===== config.mk =====
export PLATFORM = sky130hd
export DESIGN_NAME = dct8_stream_mac
export DESIGN_NICKNAME = d
export VERILOG_FILES = /design/src/rtl/dct8_stream_mac.sv
export SDC_FILE = /design/constraint.sdc
export NUM_CORES = 2
export LEC_CHECK = 0
export CORE_ASPECT_RATIO = 0.8
export CORE_UTILIZATION = 38
export CTS_CLUSTER_SIZE = 8
export DETAILED_ROUTE_END_ITERATION = 7
export GPL_ROUTABILITY_DRIVEN = 0
export PLACE_DENSITY_LB_ADDON = 0.3
export SLEW_MARGIN = 20
export SYNTH_ARGS = -nofsm -noshare
export SYNTH_HDL_FRONTEND = slang
export SYNTH_SLANG_ARGS = --single-unit

===== constraint.sdc =====
create_clock -name clk -period 31.7 [get_ports clk]
set_input_delay 6.34 -clock clk [delete_from_list [all_inputs] [get_ports clk]]
set_output_delay 6.34 -clock clk [all_outputs]
set_load 0.03 [all_outputs]

===== src/rtl/dct8_stream_mac.sv =====
// dct8_stream_mac: sample-serial 8-point DCT-II (forward) / DCT-III (inverse), 8 MAC lanes, double-buffered output.
// Latency: word 0 is valid the cycle after the 8th input handshake; sustains 1 sample/cycle in, 1 word/cycle out.
// Backpressure: in_ready drops only for the 8th sample of a block while the output buffer is full and not finishing its last word.
// Build option DCT8_STREAM_SAT_EN: clamp results to DATA_W and flag sat_o per word; otherwise results wrap and sat_o is 0.
module dct8_stream_mac #(
    parameter int DATA_W  = 16,
    parameter int CONST_W = 16,
    parameter int FRAC    = 8
) (
    input  logic              clk,
    input  logic              rst_n,
    input  logic              in_valid,
    output logic              in_ready,
    input  logic [DATA_W-1:0] in_data,
    input  logic              in_inv,
    output logic              out_valid,
    input  logic              out_ready,
    output logic [DATA_W-1:0] out_data,
    output logic [2:0]        out_idx,
    output logic              out_last,
    output logic              sat_o
);
    localparam int PROD_W = DATA_W + CONST_W;
    localparam int ACC_W  = PROD_W + 3;

    // cos(j*pi/16) in Q30, j = 0..8
    function automatic logic signed [63:0] cos_q30(input int j);
        case (j)
            0:       return 64'sd1073741824;
            1:       return 64'sd1053110176;
            2:       return 64'sd992008094;
            3:       return 64'sd892783698;
            4:       return 64'sd759250125;
            5:       return 64'sd596538995;
            6:       return 64'sd410903207;
            7:       return 64'sd209476638;
            default: return 64'sd0;
        endcase
    endfunction

    // Entry (k*8+n) holds C[k][n]; c(k)/2*cos is the Q30 cosine read as Q31, k=0 uses cos(pi/4).
    function automatic logic [64*CONST_W-1:0] rom_init();
        logic [64*CONST_W-1:0] rom;
        logic signed [63:0]    v;
        logic signed [63:0]    mag;
        int                    a;
        rom = '0;
        for (int k = 0; k < 8; k++) begin
            for (int n = 0; n < 8; n++) begin
                a = ((2 * n + 1) * k) % 32;
                if (k == 0)       v = cos_q30(4);
                else if (a <= 8)  v = cos_q30(a);
                else if (a <= 16) v = -cos_q30(16 - a);
                else if (a <= 24) v = -cos_q30(a - 16);
                else              v = cos_q30(32 - a);
                mag = (v < 0) ? -v : v;
                mag = ((mag <<< FRAC) + 64'sd1073741824) >>> 31;
                if (v < 0) mag = -mag;
                rom[(k * 8 + n) * CONST_W +: CONST_W] = mag[CONST_W-1:0];
            end
        end
        return rom;
    endfunction

    localparam logic [64*CONST_W-1:0] ROM = rom_init();

    logic [2:0]               cnt;
    logic                     mode_q;
    logic                     mode_cur;
    logic                     in_hs;
    logic                     out_hs;
    logic signed [PROD_W-1:0] data_ext;
    logic signed [CONST_W-1:0] coef     [8];
    logic signed [PROD_W-1:0] prod     [8];
    logic signed [ACC_W-1:0]  acc      [8];
    logic signed [ACC_W-1:0]  acc_base [8];
    logic signed [ACC_W-1:0]  acc_next [8];
    logic [DATA_W-1:0]        res      [8];
    logic [DATA_W-1:0]        obuf     [8];
    logic                     obuf_valid;
    logic [2:0]               rd_idx;
`ifdef DCT8_STREAM_SAT_EN
    localparam int RND_W = ACC_W - FRAC + 1;
    localparam logic signed [RND_W-1:0] MAXV = {{(RND_W-DATA_W+1){1'b0}}, {(DATA_W-1){1'b1}}};
    localparam logic signed [RND_W-1:0] MINV = {{(RND_W-DATA_W+1){1'b1}}, {(DATA_W-1){1'b0}}};
    logic signed [RND_W-1:0]  rnd      [8];
    logic [7:0]               res_sat;
    logic [7:0]               obuf_sat;
`endif

    assign out_hs    = out_valid && out_ready;
    assign in_ready  = (cnt != 3'd7) || !obuf_valid || (out_hs && out_last);
    assign in_hs     = in_valid && in_ready;
    assign out_valid = obuf_valid;
    assign out_data  = obuf[rd_idx];
    assign out_idx   = rd_idx;
    assign out_last  = obuf_valid && (rd_idx == 3'd7);
`ifdef DCT8_STREAM_SAT_EN
    assign sat_o     = obuf_valid && obuf_sat[rd_idx];
`else
    assign sat_o     = 1'b0;
`endif

    always_comb begin
        mode_cur = (cnt == 3'd0) ? in_inv : mode_q;
        data_ext = $signed({{CONST_W{in_data[DATA_W-1]}}, in_data});
`ifdef DCT8_STREAM_SAT_EN
        res_sat  = '0;
`endif
        for (int i = 0; i < 8; i++) begin
            // Lane i owns output index i: forward walks C[i][cnt], inverse walks C[cnt][i].
            if (mode_cur) coef[i] = ROM[(int'(cnt) * 8 + i) * CONST_W +: CONST_W];
            else          coef[i] = ROM[(i * 8 + int'(cnt)) * CONST_W +: CONST_W];
            prod[i] = $signed({{DATA_W{coef[i][CONST_W-1]}}, coef[i]}) * data_ext;
            if (cnt == 3'd0) acc_base[i] = '0;
            else             acc_base[i] = acc[i];
            acc_next[i] = acc_base[i] + $signed({{3{prod[i][PROD_W-1]}}, prod[i]});
            // (a + 2^(F-1)) >>> F == (a >>> F) + a[F-1]
`ifdef DCT8_STREAM_SAT_EN
            rnd[i] = $signed({acc_next[i][ACC_W-1], acc_next[i][ACC_W-1:FRAC]})
                   + $signed({{(RND_W-1){1'b0}}, acc_next[i][FRAC-1]});
            if (rnd[i] > MAXV) begin
                res[i]     = {1'b0, {(DATA_W-1){1'b1}}};
                res_sat[i] = 1'b1;
            end else if (rnd[i] < MINV) begin
                res[i]     = {1'b1, {(DATA_W-1){1'b0}}};
                res_sat[i] = 1'b1;
            end else begin
                res[i]     = rnd[i][DATA_W-1:0];
            end
`else
            res[i] = acc_next[i][FRAC +: DATA_W] + {{(DATA_W-1){1'b0}}, acc_next[i][FRAC-1]};
`endif
        end
    end

    always_ff @(posedge clk or negedge rst_n) begin
        if (!rst_n) begin
            cnt        <= 3'd0;
            mode_q     <= 1'b0;
            obuf_valid <= 1'b0;
            rd_idx     <= 3'd0;
            for (int i = 0; i < 8; i++) begin
                acc[i]  <= '0;
                obuf[i] <= '0;
            end
`ifdef DCT8_STREAM_SAT_EN
            obuf_sat   <= '0;
`endif
        end else begin
            if (in_hs) begin
                cnt <= cnt + 3'd1;
                if (cnt == 3'd0) mode_q <= in_inv;
                for (int i = 0; i < 8; i++) acc[i] <= acc_next[i];
            end
            if (out_hs) begin
                rd_idx <= rd_idx + 3'd1;
                if (rd_idx == 3'd7) obuf_valid <= 1'b0;
            end
            // A load in the same cycle as the final drain wins, giving gap-free output.
            if (in_hs && (cnt == 3'd7)) begin
                obuf_valid <= 1'b1;
                rd_idx     <= 3'd0;
                for (int i = 0; i < 8; i++) obuf[i] <= res[i];
`ifdef DCT8_STREAM_SAT_EN
                obuf_sat   <= res_sat;
`endif
            end
        end
    end
endmodule


==> results.yml <==
run_status:
  status: "complete, no violations"
timing:
  maxSlewViolCount: 0
  rsz0062_at_grt: "false"
  finalSetupViolCount: 0
  slew_headroom: 0.239
  finalCritPeriodShare: 0.482
  hold_violations: 0
  finalCriticalPeriod_ps: 15280
  worst_pin_slew_ps: 1140
  tns_ps: 0
  timing.fmax_mhz: 65.5
  finClkSkew_ps: 34.1
synth:
  netlist_area_sq_um: 72000
  synthFlopType: "dfrtp_1"
  synth_top_area_cell: "fa_1"
  synth.distinct_cells: 91
  synth_edf_count: 0
  synth_nets: 9929
  seq_area_frac_synth: 0.114
  yosys_register_bits: 328
  synthTopCellsByArea: "fa_1 (38%), ha_1 (12%), dfrtp_1 (11%)"
  yosysTopAreaCellShare: 0.383
  yosys_warnings: 0
  postSynthAreaPerCell_sq_um: 9.19
  syn_inst: 7838
  synthArstFlopShare: 1.00
routing:
  drt_pass1_iterations: 5
  wl_um: 198000
  vias_per_cell: 5.06
  drt_iter0_markers: 4004
  drc_errors: 0
  final_antenna_net_count: 0
  via_count: 51820
  detail_route.wl_per_cell_um: 19.3
placed_design:
  port_buffers: 42
  hpwl_um: 158000
global_routing:
  top_usage_layer: "met2"
  grt_overflow: 0
  grt_pass1_vias: 55014
  antenna_found_initial: 22
  gr-usage-met1: 0.323
  grt_util_met3: 0.0381
  grt_pass1_wl_um: 322000
  grt_max_degree: 131
  grt_usage: 0.217
  grt_use_met2: 0.324
cts:
  htree_num_levels: 2
  clockBufferDepth: 3
  cts_resized: 0
  clock_sinks: 328
  tritoncts: "done"
  cts-hold-fix-buffers: 0
  clkTransAtPathRegs_ps: 50
  clock-root-buffer: "clkbuf_16"
  cts_setup_buffers: 0
  clock_latency_ps: 660
  cts_made_buffers: 51
die:
  die_area_sq_um: 191000
  die_y_um: 391
  core_sq_um: 188000
  rows: 142
  die_w_um: 489
  initial_core_util: 0.383
  pin_count: 44
setup_path:
  cp-start-kind: "primary input"
  rr_endpoint: "obuf[77]"
  critPathKind: "in -> reg"
  slowest_delay_ps: 660
  worstReg2RegStart: "cnt[1]"
  cp.required_ps: 32230
  cp_max_fo: 16
  reg2regPathDepth: 28
  crit_slowest_cell: "fa_1"
  end_kind: "register"
  cp_top_family: "adder cells"
  reg2reg_slack_ps: 19680
  critical_path_arrival_ps: 15800
  cp_num_buf_inv: 7
worst_hold_path:
  hold_class: "reg -> reg"
  min_to: "acc[158]"
  holdPathStages: 2
  holdCritStartpoint: "acc[158]"
final_layout:
  areaGrowthSynthToFinish_pct: 6.47
  nets: 9799
  drive_gt1_frac: 0.0414
flow_run:
  maxCapViolations: 0
## state kept, by name, summed over array words and instances (netlist names)
signal	flops
out_valid	1
mode_q	1
out_idx	3
cnt	3
acc	192
obuf	128
## placed cells by master (no fill, tap or decap), drive strengths merged, types with 19 or more instances in the layout
cell type and n:
xor2 120, mux2 31, and3 23, or2 25, o21ai 316, nor2b 33, dfrtp 328, nand2 1137
xnor2 238, a21oi 132, a21o 40, nand3 59, ha 694, nand2b 45, inv 1583, fa 1376
nor4 19, mux4 32, o211ai 31, a211oi 29, nor2 191, clkdlybuf4s50 25, nor3 60, clkbuf 65
and2 665, o21a 35, or3 23, a31oi 25, buf 112
## through the flow
stage | setup WS [ps] | area, sq um | hold slack (ps) | std cells | utilization
4_1_cts | 16240 | 76600 | 466 | 10247 | 0.408
6_report | 16420 | 76700 | 461 | 10249 | 0.408
5_1_grt | 15970 | 76700 | 486 | 10247 | 0.408
2_1_floorplan | 16730 | 72000 | 430 | 7838 | -
3_5_place_dp | 15610 | 75100 | 454 | 10175 | 0.400
3_3_place_gp | 15680 | 75100 | 442 | 10175 | 0.400
## cell usage after synthesis (all sizes together) (35+ instances only)
cell,count
a21o,40
a21oi,132
and2,665
clkbuf,301
dfrtp,328
fa,1376
ha,694
inv,1583
nand2,1137
nand2b,45
nand3,59
nor2,191
nor3,60
o21a,35
o21ai,316
xnor2,238
xor2,120
## cells by family after synthesis
| kind of cell | synth area share |
|---|---|
| compound gates | 0.0647 |
| xor+xnor | 0.0441 |
| fa+ha+maj | 0.503 |
| buf+inv | 0.0996 |
| flops | 0.114 |
| mux | 0.0166 |
| other cells | 0.0000521 |
| simple gates | 0.158 |
## worst max path at each step
stage	start	end	slack, ps	cells after the start
floorplan	in_inv	obuf[127]	16730	33
global placement	in_inv	obuf[127]	15680	31
detailed placement	in_inv	obuf[127]	15610	31
CTS	in_inv	obuf[127]	16240	31
global route	in_inv	obuf[127]	15970	31
finish	in_inv	obuf[127]	16420	31
## metal layers
layer / vias up / wire (um)
met2: 1542 / 85100
met1: 26374 / 92500
met3: 227 / 15300
li1: 23667 / -
met4: 10 / 4910
met5: - / 74
## worst min-delay path, delay by kind of cell (launching register included)
kind	cells	cell delay [ps]
flops	1	330
simple gates	2	110
## area by class of cell
type,instances,area (sq um)
clock buffer,65,1430
fill,18537,111000
multi-input combinational,5603,56800
tap,2520,3150
timing repair buffer,137,1070
clock inverter,7,60.1
antenna,2,5.00
sequential,328,8210
inverter,1587,5960
Power is left out: the tool's default activity adds up to more than one toggle a clock period on the data nets, which glitch-free logic cannot reach.
